**config.mk**
```make
export PLATFORM = sky130hd
export DESIGN_NAME = branch_resolve_unit
export DESIGN_NICKNAME = d
export VERILOG_FILES = /design/src/rtl/riscv_pkg.sv /design/src/rtl/branch_history_table.sv /design/src/rtl/branch_resolve_unit.sv
export SDC_FILE = /design/constraint.sdc
export NUM_CORES = 1
export LEC_CHECK = 0
export ABC_AREA = 1
export CORE_AREA = 2 2 189 191
export CTS_CLUSTER_DIAMETER = 200
export DETAILED_ROUTE_END_ITERATION = 12
export DIE_AREA = 0 0 191 193
export GPL_TIMING_DRIVEN = 0
export SLEW_MARGIN = 0
export SYNTH_ARGS = -nofsm -noshare
export SYNTH_HDL_FRONTEND = slang
export SYNTH_HIERARCHICAL = 1
export SYNTH_SLANG_ARGS = --single-unit
export TNS_END_PERCENT = 1
```
**constraint.sdc**
```tcl
create_clock -name clk -period 3.5 [get_ports clk]
set_input_delay 0.7 -clock clk [delete_from_list [all_inputs] [get_ports clk]]
set_output_delay 0.7 -clock clk [all_outputs]
set_load 0.005 [all_outputs]
```
**src/rtl/riscv_pkg.sv**
```systemverilog
// Shared RISC-V control-flow constants, FSM state type and BHT counter update helper.
package riscv_pkg;

  localparam logic [6:0] OPC_BRANCH = 7'b1100011;
  localparam logic [6:0] OPC_JAL    = 7'b1101111;
  localparam logic [6:0] OPC_JALR   = 7'b1100111;

  localparam logic [2:0] F3_BEQ  = 3'b000;
  localparam logic [2:0] F3_BNE  = 3'b001;
  localparam logic [2:0] F3_BLT  = 3'b100;
  localparam logic [2:0] F3_BGE  = 3'b101;
  localparam logic [2:0] F3_BLTU = 3'b110;
  localparam logic [2:0] F3_BGEU = 3'b111;

  typedef enum logic {
    IDLE  = 1'b0,
    FLUSH = 1'b1
  } brs_state_t;

  localparam logic [1:0] BHT_RESET = 2'b01;

  // Saturating 2-bit counter step: taken counts up to 11, not-taken down to 00.
  function automatic logic [1:0] bht_next(input logic [1:0] ctr, input logic taken);
    logic [1:0] nxt;
    case ({taken, ctr})
      3'b1_00: nxt = 2'b01;
      3'b1_01: nxt = 2'b10;
      3'b1_10: nxt = 2'b11;
      3'b1_11: nxt = 2'b11;
      3'b0_00: nxt = 2'b00;
      3'b0_01: nxt = 2'b00;
      3'b0_10: nxt = 2'b01;
      3'b0_11: nxt = 2'b10;
      default: nxt = BHT_RESET;
    endcase
    return nxt;
  endfunction

endpackage

```
**src/rtl/branch_history_table.sv**
```systemverilog
// 2-bit saturating branch history table: async read for fetch, sync counter update at resolve.
module branch_history_table
  import riscv_pkg::*;
#(
  parameter int BHT_ENTRIES = 16
) (
  input  logic                           clk,
  input  logic                           rst_n,
  input  logic [$clog2(BHT_ENTRIES)-1:0] rd_idx_i,
  output logic [1:0]                     rd_ctr_o,
  input  logic                           we_i,
  input  logic [$clog2(BHT_ENTRIES)-1:0] wr_idx_i,
  input  logic                           wr_taken_i
);

  logic [1:0] ctr_q [BHT_ENTRIES];

  // Counter array: reset to weakly-not-taken, one entry updated per accepted branch.
  always_ff @(posedge clk or negedge rst_n) begin
    if (!rst_n) begin
      for (int i = 0; i < BHT_ENTRIES; i++) begin
        ctr_q[i] <= BHT_RESET;
      end
    end else if (we_i) begin
      ctr_q[wr_idx_i] <= bht_next(ctr_q[wr_idx_i], wr_taken_i);
    end
  end

  // Read is purely combinational, so a same-cycle write is seen only next cycle.
  assign rd_ctr_o = ctr_q[rd_idx_i];

endmodule

```
**src/rtl/branch_resolve_unit.sv**
```systemverilog
// Registered branch/jump resolution: condition evaluation, target calc, mispredict flush FSM.
module branch_resolve_unit
  import riscv_pkg::*;
#(
  parameter int XLEN         = 32,
  parameter int BHT_ENTRIES  = 16,
  parameter int FLUSH_CYCLES = 2
) (
  input  logic            clk,
  input  logic            rst_n,
  input  logic [XLEN-1:0] fetch_pc_i,
  output logic            pred_taken_o,
  input  logic            valid_i,
  input  logic            stall_i,
  input  logic [6:0]      opcode_i,
  input  logic [2:0]      funct3_i,
  input  logic [XLEN-1:0] pc_i,
  input  logic [XLEN-1:0] imm_i,
  input  logic [XLEN-1:0] rs1_i,
  input  logic [XLEN-1:0] rs2_i,
  input  logic            pred_taken_i,
  output logic            res_valid_o,
  output logic            taken_o,
  output logic            mispredict_o,
  output logic [XLEN-1:0] redirect_pc_o,
  output logic            illegal_o,
  output logic            flush_o
);

  localparam int IDXW = $clog2(BHT_ENTRIES);
  localparam int CW   = (FLUSH_CYCLES > 1) ? $clog2(FLUSH_CYCLES) : 1;

  brs_state_t state_q, state_d;
  logic [CW-1:0] cnt_q, cnt_d;

  logic            res_valid_q, taken_q, mispredict_q, illegal_q;
  logic [XLEN-1:0] redirect_q;

  logic            accept;
  logic            taken_d, mispredict_d, illegal_d, bht_we;
  logic [XLEN-1:0] redirect_d;
  logic [XLEN-1:0] br_target, fall_thru, jalr_sum;
  logic [1:0]      rd_ctr;
  logic            unused_fetch_bits;

  assign accept    = valid_i & ~stall_i & (state_q == IDLE);
  assign br_target = pc_i + imm_i;
  assign fall_thru = pc_i + XLEN'(3'd4);
  assign jalr_sum  = rs1_i + imm_i;

  // Resolve outcome, prediction check and correct next PC for the presented instruction.
  always_comb begin
    taken_d      = 1'b0;
    mispredict_d = 1'b0;
    illegal_d    = 1'b0;
    redirect_d   = fall_thru;
    case (opcode_i)
      OPC_BRANCH: begin
        case (funct3_i)
          F3_BEQ:  taken_d = (rs1_i == rs2_i);
          F3_BNE:  taken_d = (rs1_i != rs2_i);
          F3_BLT:  taken_d = ($signed(rs1_i) <  $signed(rs2_i));
          F3_BGE:  taken_d = ($signed(rs1_i) >= $signed(rs2_i));
          F3_BLTU: taken_d = (rs1_i <  rs2_i);
          F3_BGEU: taken_d = (rs1_i >= rs2_i);
          default: illegal_d = 1'b1;
        endcase
        if (!illegal_d) begin
          mispredict_d = taken_d ^ pred_taken_i;
          redirect_d   = taken_d ? br_target : fall_thru;
        end else begin
          mispredict_d = 1'b0;
          redirect_d   = fall_thru;
        end
      end
      OPC_JAL: begin
        taken_d      = 1'b1;
        mispredict_d = 1'b1;
        redirect_d   = br_target;
      end
      OPC_JALR: begin
        taken_d      = 1'b1;
        mispredict_d = 1'b1;
        redirect_d   = {jalr_sum[XLEN-1:1], 1'b0};
      end
      default: begin
        taken_d      = 1'b0;
        mispredict_d = 1'b0;
        redirect_d   = fall_thru;
      end
    endcase
  end

  assign bht_we = accept & (opcode_i == OPC_BRANCH) & ~illegal_d;

  // Flush FSM next state: a mispredict opens a FLUSH window that counts down ignoring stall.
  always_comb begin
    state_d = state_q;
    cnt_d   = cnt_q;
    case (state_q)
      IDLE: begin
        if (accept && mispredict_d) begin
          state_d = FLUSH;
          cnt_d   = CW'(FLUSH_CYCLES - 1);
        end else begin
          state_d = IDLE;
        end
      end
      FLUSH: begin
        if (cnt_q == '0) begin
          state_d = IDLE;
        end else begin
          cnt_d = cnt_q - CW'(1'b1);
        end
      end
      default: begin
        state_d = IDLE;
        cnt_d   = '0;
      end
    endcase
  end

  // Flush FSM state and countdown registers.
  always_ff @(posedge clk or negedge rst_n) begin
    if (!rst_n) begin
      state_q <= IDLE;
      cnt_q   <= '0;
    end else begin
      state_q <= state_d;
      cnt_q   <= cnt_d;
    end
  end

  // Result registers: pulse valid on acceptance, hold the last result otherwise.
  always_ff @(posedge clk or negedge rst_n) begin
    if (!rst_n) begin
      res_valid_q  <= 1'b0;
      taken_q      <= 1'b0;
      mispredict_q <= 1'b0;
      illegal_q    <= 1'b0;
      redirect_q   <= '0;
    end else begin
      res_valid_q <= accept;
      if (accept) begin
        taken_q      <= taken_d;
        mispredict_q <= mispredict_d;
        illegal_q    <= illegal_d;
        redirect_q   <= redirect_d;
      end
    end
  end

  branch_history_table #(
    .BHT_ENTRIES(BHT_ENTRIES)
  ) u_bht (
    .clk        (clk),
    .rst_n      (rst_n),
    .rd_idx_i   (fetch_pc_i[IDXW+1:2]),
    .rd_ctr_o   (rd_ctr),
    .we_i       (bht_we),
    .wr_idx_i   (pc_i[IDXW+1:2]),
    .wr_taken_i (taken_d)
  );

  // Only the word-index bits of the fetch PC select a BHT entry.
  assign unused_fetch_bits = ^{fetch_pc_i[XLEN-1:IDXW+2], fetch_pc_i[1:0]};

  assign pred_taken_o  = rd_ctr[1];
  assign res_valid_o   = res_valid_q;
  assign taken_o       = taken_q;
  assign mispredict_o  = mispredict_q;
  assign illegal_o     = illegal_q;
  assign redirect_pc_o = redirect_q;
  assign flush_o       = (state_q == FLUSH);

endmodule

```
==> flow_metrics.env, run 1 <==
export IMPL_outcome="completed"
export IMPL_syn_to_final_growth_pct=27.2
export IMPL_worstPathCellList="clkdlybuf4s50_1, ha_4, nand2_2, nor2_2, nand2_2, inv_1, a21oi_4, nand2_1, nand2_1, nand3_2, nand2_4, nand3_4, nand2_8, nand2_2, inv_1, nand2_1, nand2_1, nand2_4, buf_6, nand2_1, nand2_1"
export IMPL_vdd_drop_max_uv=194
export IMPL_dpl_cell_area_um2=12600
export IMPL_endpoint_kind="flop"
export IMPL_leakagePower_uw=0.00623
export IMPL_ff2ff_path_depth=7
export IMPL_drt_wl_total_um=40000
export IMPL_clock_root_buffer="clkbuf_16"
export IMPL_skew_ns=0.00933
export IMPL_final_cells=2349
export IMPL_path_depth=21
export IMPL_first_pass_iters=6
export IMPL_fmax_mhz=300
export IMPL_syn_avg_cell_area_um2=6.04
export IMPL_tightest_slew_ns=0.933
export IMPL_grt_pass1_vias=11300
export IMPL_overflow=0
export IMPL_cts_hold_buffers=0
export IMPL_post_route_period_util=0.952
export IMPL_die_w_um=191
export IMPL_viasPerCell=4.93
export IMPL_syn_inst=1687
export IMPL_startpoint="rs1_i[31]"
export IMPL_crit_end="u_bht/ctr_q[17]$_DFFE_PN0P_"
export IMPL_insertion_delay_ns=0.35
export IMPL_start_util=0.291
export IMPL_post_dp_hpwl_um=34600
export IMPL_hold_viol=0
export IMPL_r2r_end="flush_o$_DFF_PN0_"
export IMPL_antennaDiodeCount=0
export IMPL_path_common_cell="nand2_1"
export IMPL_cts_buffers=9
export IMPL_drtAntennaViolNets=0
export IMPL_num_rows=69
export IMPL_ioPinCount=213
export IMPL_grt_max_degree=61
export IMPL_cp_max_fo=10
export IMPL_syn_num_nets=1958
export IMPL_port_buffers=183
export IMPL_period_minus_slack_ns=3.33
export IMPL_cts_tree="done"
export IMPL_dp_cells=2332
export IMPL_critPathMaxStageDelay_ns=0.55
export IMPL_clock_sinks=70
export IMPL_cts_max_level=3
export IMPL_crit_buf_inv=4
export IMPL_dieArea_um2=36900
export IMPL_p_per_area_nw_per_um2=250
export IMPL_grt_pass1_wl_um=61600
export IMPL_core_area_um2=35000
export IMPL_synth_warnings=6
export IMPL_nets=2154
export IMPL_die_h_um=193
export IMPL_path_clk_slew_ns=0.06
export IMPL_place_gp_congestion=0.930
export IMPL_finalInstanceArea_um2=13000
export IMPL_drv_cap=0
export IMPL_r2r_start="flush_o$_DFF_PN0_"
export IMPL_route_detailed_wl_per_inst_um=17.0
export IMPL_hp_class="input port to asynchronous set/reset pin"
export IMPL_vias=11600
export IMPL_setup_violations=0
export IMPL_totalPowerFinal_uw=3230
export IMPL_rsz0062_at_grt="true"
export IMPL_antenna_found_initial=0
export IMPL_drc=0
export IMPL_synth_area_um2=10200
export IMPL_crit_family="simple AND/OR/NAND/NOR gates"
export IMPL_critPathArrivalTime_ns=3.56
export IMPL_drt_iter0_markers=860
export IMPL_slowest_stage="clkdlybuf4s50_1"
export IMPL_final_max_slew_violation_count=0
export IMPL_final_setup_tns_ns=0
export IMPL_drive_gt1_frac=0.0699
export IMPL_track_usage=0.217
export IMPL_worstSetupPathType="input port to flop"
export IMPL_clock_path_buffers=2
export IMPL_cp_start_kind="input port"
export IMPL_ff2ff_setup_slack_ns=1.08
export IMPL_required_ns=3.73
export IMPL_max_slew_margin=0.373
==> registers in the layout, indices dropped and copies added (netlist names) <==
signal         flops
mispredict_o       1
cnt_q              1
flush_o            1
taken_o            1
u_bht/ctr_q       32
res_valid_o        1
illegal_o          1
redirect_pc_o     32
==> layer usage <==
metal,wire [µm],part of all wire,up-vias,GRT usage
met5,0,0,-,0
met4,811,0.020,0,0.0599
met3,1800,0.045,44,0.0224
met2,18500,0.46,319,0.370
met1,18900,0.47,5298,0.291
li1,-,-,5920,-
==> how the worst min path moves through the flow <==
stage                                      from                             to  slack (ns)
floorplan                                 rst_n              cnt_q$_DFFE_PN0P_        0.40
global placement    u_bht/ctr_q[28]$_DFFE_PN1P_    u_bht/ctr_q[28]$_DFFE_PN1P_        0.46
detailed placement  u_bht/ctr_q[28]$_DFFE_PN1P_    u_bht/ctr_q[28]$_DFFE_PN1P_        0.46
CTS                                       rst_n  redirect_pc_o[23]$_DFFE_PN0P_        0.20
global route                              rst_n          res_valid_o$_DFF_PN0_        0.20
finish                                    rst_n          res_valid_o$_DFF_PN0_        0.20
==> area by class of cell <==
type / count / area [µm²]
fillers: 3881 / 22000
multi-input cells: 1360 / 7400
repair buffers: 185 / 1870
flip-flops and latches: 70 / 1770
inverters: 224 / 841
well taps: 461 / 577
plain buffers: 33 / 233
clock buffers: 10 / 229
clock inverters: 6 / 38.8
==> worst register-to-register path, cell delays in order, from the launching register on <==
cell and delay, ns:
dfrtp_1 0.42, nor2_1 0.14, nand2_2 0.19, inv_1 0.13, clkbuf_1 0.59, clkbuf_1 0.53
nand2_1 0.22, nand3_1 0.13
==> report_power, final <==
| part | total (µW) | leakage, µW | internal (µW) | switching [µW] |
|---|---|---|---|---|
| clock | 841 | 0.000129 | 478 | 363 |
| sequential | 899 | 0.000855 | 865 | 33.7 |
| combinational | 1490 | 0.00525 | 632 | 863 |
| total | 3230 | 0.00623 | 1970 | 1260 |
==> metrics by stage <==
| stage | util | setup WS, ns | hold WS, ns |
|---|---|---|---|
| floorplan | - | 0.679 | 0.404 |
| global placement | 0.360 | -0.831 | 0.457 |
| detailed placement | 0.361 | -0.556 | 0.459 |
| CTS | 0.369 | 0.0752 | 0.196 |
| global route | 0.371 | -0.00183 | 0.203 |
| finish | 0.371 | 0.169 | 0.199 |
==> cell usage in the layout (no fill, tap or decap), types with 7 or more instances in the layout <==
cell and n:
a21o_1 11, xnor2_1 23, o21bai_1 12, clkbuf_1 11, xor2_1 28, inv_2 7, nand2_2 10, nand2_1 537
nand3b_1 10, nor3_1 21, nor2_2 8, dfrtp_1 54, inv_1 216, buf_6 9, clkdlybuf4s50_1 181, nor2_1 143
a21oi_1 110, nand3_1 150, ha_1 93, dfstp_2 16, o21ai_0 56, nand4_1 32, o21ai_1 19, clkbuf_16 9
or2_2 23, buf_2 7
==> timing repair <==
item | 4_1_cts | 5_1_grt
buffers inserted | 1 | 0
pin swaps | 1 | 1
setup endpoints to repair | 27 | 37
gates resized for setup | 4 | 12
No activity file was read; power rests on OpenSTA's default activity.
==> run 2: changes to the inputs <==
--- a/config.mk
+++ b/config.mk
@@ -10,7 +10,6 @@
 export CTS_CLUSTER_DIAMETER = 200
 export DETAILED_ROUTE_END_ITERATION = 12
 export DIE_AREA = 0 0 191 193
-export GPL_TIMING_DRIVEN = 0
 export SLEW_MARGIN = 0
 export SYNTH_ARGS = -nofsm -noshare
 export SYNTH_HDL_FRONTEND = slang
==> run 2 against run 1 <==
  * Sequential share of layout area shrank 0.54 points
  * Core utilization grew 1.5 points
  * Total power grew 2.7%
  * Clock power shrank 0.7%
  * Maximum frequency grew 1.6%
  * Cell count grew 3.3%
  * Critical path depth grew 1
  * Largest cell class unchanged
  * Highest routed layer unchanged
==> flow_metrics.env, run 2 (synthesized netlist as in run 1, its figures left out) <==
export IMPL_path_clk_slew_ns=0.06
export IMPL_insertion_delay_ns=0.34
export IMPL_hold_viol=0
export IMPL_viasPerCell=4.93
export IMPL_vdd_drop_max_uv=174
export IMPL_fmax_mhz=305
export IMPL_startpoint="rs2_i[23]"
export IMPL_seqCellArea_um2=1770
export IMPL_overflow=0
export IMPL_clock_root_buffer="clkbuf_16"
export IMPL_slowest_stage="clkdlybuf4s50_1"
export IMPL_drt_iter0_markers=861
export IMPL_start_util=0.291
export IMPL_post_cts_buffers=0
export IMPL_final_setup_tns_ns=0
export IMPL_post_route_period_util=0.937
export IMPL_cp_start_kind="input port"
export IMPL_outcome="completed"
export IMPL_drc=0
export IMPL_critPathArrivalTime_ns=3.51
export IMPL_cp_max_fo=16
export IMPL_layout_common_cells="538 x nand2_1, 216 x inv_1, 183 x clkdlybuf4s50_1"
export IMPL_drive_gt1_frac=0.110
export IMPL_max_slew_margin=0.503
export IMPL_r2r_start="flush_o$_DFF_PN0_"
export IMPL_crit_buf_inv=4
export IMPL_antenna_found_initial=0
export IMPL_rsz0062_at_grt="false"
export IMPL_worstSetupPathType="input port to flop"
export IMPL_finalInstanceArea_um2=13500
export IMPL_first_pass_iters=5
export IMPL_period_minus_slack_ns=3.28
export IMPL_path_common_cell="nand2_1"
export IMPL_core_area_um2=35000
export IMPL_die_w_um=191
export IMPL_dpl_cell_area_um2=13200
export IMPL_layout_commonest_cell="nand2_1"
export IMPL_multi_input_area_um2=7340
export IMPL_required_ns=3.73
export IMPL_final_max_slew_violation_count=0
export IMPL_nets=2232
export IMPL_grt_max_degree=34
export IMPL_cts_resized_gates=0
export IMPL_cts_buffers=9
export IMPL_crit_family="simple AND/OR/NAND/NOR gates"
export IMPL_post_dp_hpwl_um=33500
export IMPL_cts_hold_buffers=0
export IMPL_drv_cap=0
export IMPL_leakagePower_uw=0.00662
export IMPL_setup_violations=0
export IMPL_vias=12000
export IMPL_dieArea_um2=36900
export IMPL_fillers=3759
export IMPL_num_rows=69
export IMPL_syn_to_final_growth_pct=32.5
export IMPL_clock_sinks=70
export IMPL_p_per_area_nw_per_um2=246
export IMPL_drtAntennaViolNets=0
export IMPL_critPathMaxStageDelay_ns=0.45
export IMPL_port_buffers=184
export IMPL_skew_ns=0.0114
export IMPL_endpoint_kind="flop"
export IMPL_track_usage=0.212
export IMPL_clock_path_buffers=2
export IMPL_place_gp_congestion=0.930
export IMPL_antennaDiodeCount=0
export IMPL_hp_class="input port to asynchronous set/reset pin"
export IMPL_cts_max_level=3
export IMPL_drt_wl_total_um=39300
export IMPL_ioPinCount=213
export IMPL_tightest_slew_ns=0.744
export IMPL_cts_tree="done"
export IMPL_worstPathCellList="clkdlybuf4s50_1, inv_1, ha_1, nand2_1, nor2_2, nand2_1, nor3_2, nand2_1, nand2_1, nand2_1, inv_2, nand2_2, nor2_4, nand3_4, nand2_4, nand2_2, inv_1, nand2_1, nand2_1, nand2_2, nand2_1, nand2_1"
export IMPL_grt_pass1_vias=11600
export IMPL_route_detailed_wl_per_inst_um=16.2
export IMPL_grt_pass1_wl_um=60900
export IMPL_die_h_um=193
run 2: worst paths after layout:
| kind | end | depth (start not counted) | slack [ns] |
|---|---|---|---|
| setup / recovery | u_bht/ctr_q[19]$_DFFE_PN0P_ | 22 | 0.22 |
| hold / removal | redirect_pc_o[30]$_DFFE_PN0P_ | 1 | 0.35 |
| setup reg to reg | u_bht/ctr_q[21]$_DFFE_PN0P_ | 9 | 1.56 |
| hold reg to reg | u_bht/ctr_q[6]$_DFFE_PN1P_ | 2 | 0.47 |
| max in group asynchronous | u_bht/ctr_q[14]$_DFFE_PN1P_ | 2 | 2.36 |
| min in group clk | u_bht/ctr_q[6]$_DFFE_PN1P_ | 2 | 0.47 |
run 2: metal layers:
metal  vias up  part of all wire  GRT usage
met5         -                 0          0
met4         0             0.019     0.0584
met3        39             0.053     0.0177
met2       384              0.46      0.360
met1      5466              0.47      0.289
li1       6065                 -          -
run 2: power breakdown:
group / internal, µW / switching (µW) / total (µW)
clock network: 478 / 357 / 835
registers: 865 / 36.2 / 902
logic: 715 / 870 / 1590
run 2: per-stage QoR:
step	total power [µW]	std cells	utilization	hold slack [ns]	setup WS [ns]
after global routing	3550	2427	0.386	0.394	0.0344
after detailed placement	2490	2411	0.378	0.458	-0.0950
after CTS	3340	2427	0.386	0.353	0.264
final	3320	2427	0.386	0.350	0.221
after floorplan	1750	1687	-	0.404	0.679
after global placement	2480	2411	0.378	0.457	-0.0652
run 2: area by class of cell:
class / instances / share of cell area
inverters: 224 / 0.0623
repair buffers: 296 / 0.199
clock buffers: 10 / 0.0170
multi-input cells: 1360 / 0.544
well taps: 461 / 0.0428
flip-flops and latches: 70 / 0.131
clock inverters: 6 / 0.00288
run 2: worst register-to-register path: cells and delay by family (launching register included):
kind,cells,cell delay [ns]
buffers and inverters,2,0.27
and+or+nand+nor,7,1.14
DFF,1,0.42
==> run 3: changes to the inputs <==
--- a/config.mk
+++ b/config.mk
@@ -10,7 +10,7 @@
 export CTS_CLUSTER_DIAMETER = 200
 export DETAILED_ROUTE_END_ITERATION = 12
 export DIE_AREA = 0 0 191 193
-export SLEW_MARGIN = 0
+export SLEW_MARGIN = 20
 export SYNTH_ARGS = -nofsm -noshare
 export SYNTH_HDL_FRONTEND = slang
 export SYNTH_HIERARCHICAL = 1
==> results of run 3 <==
No change in the layout: final DEF, timing and power equal those of run 2.
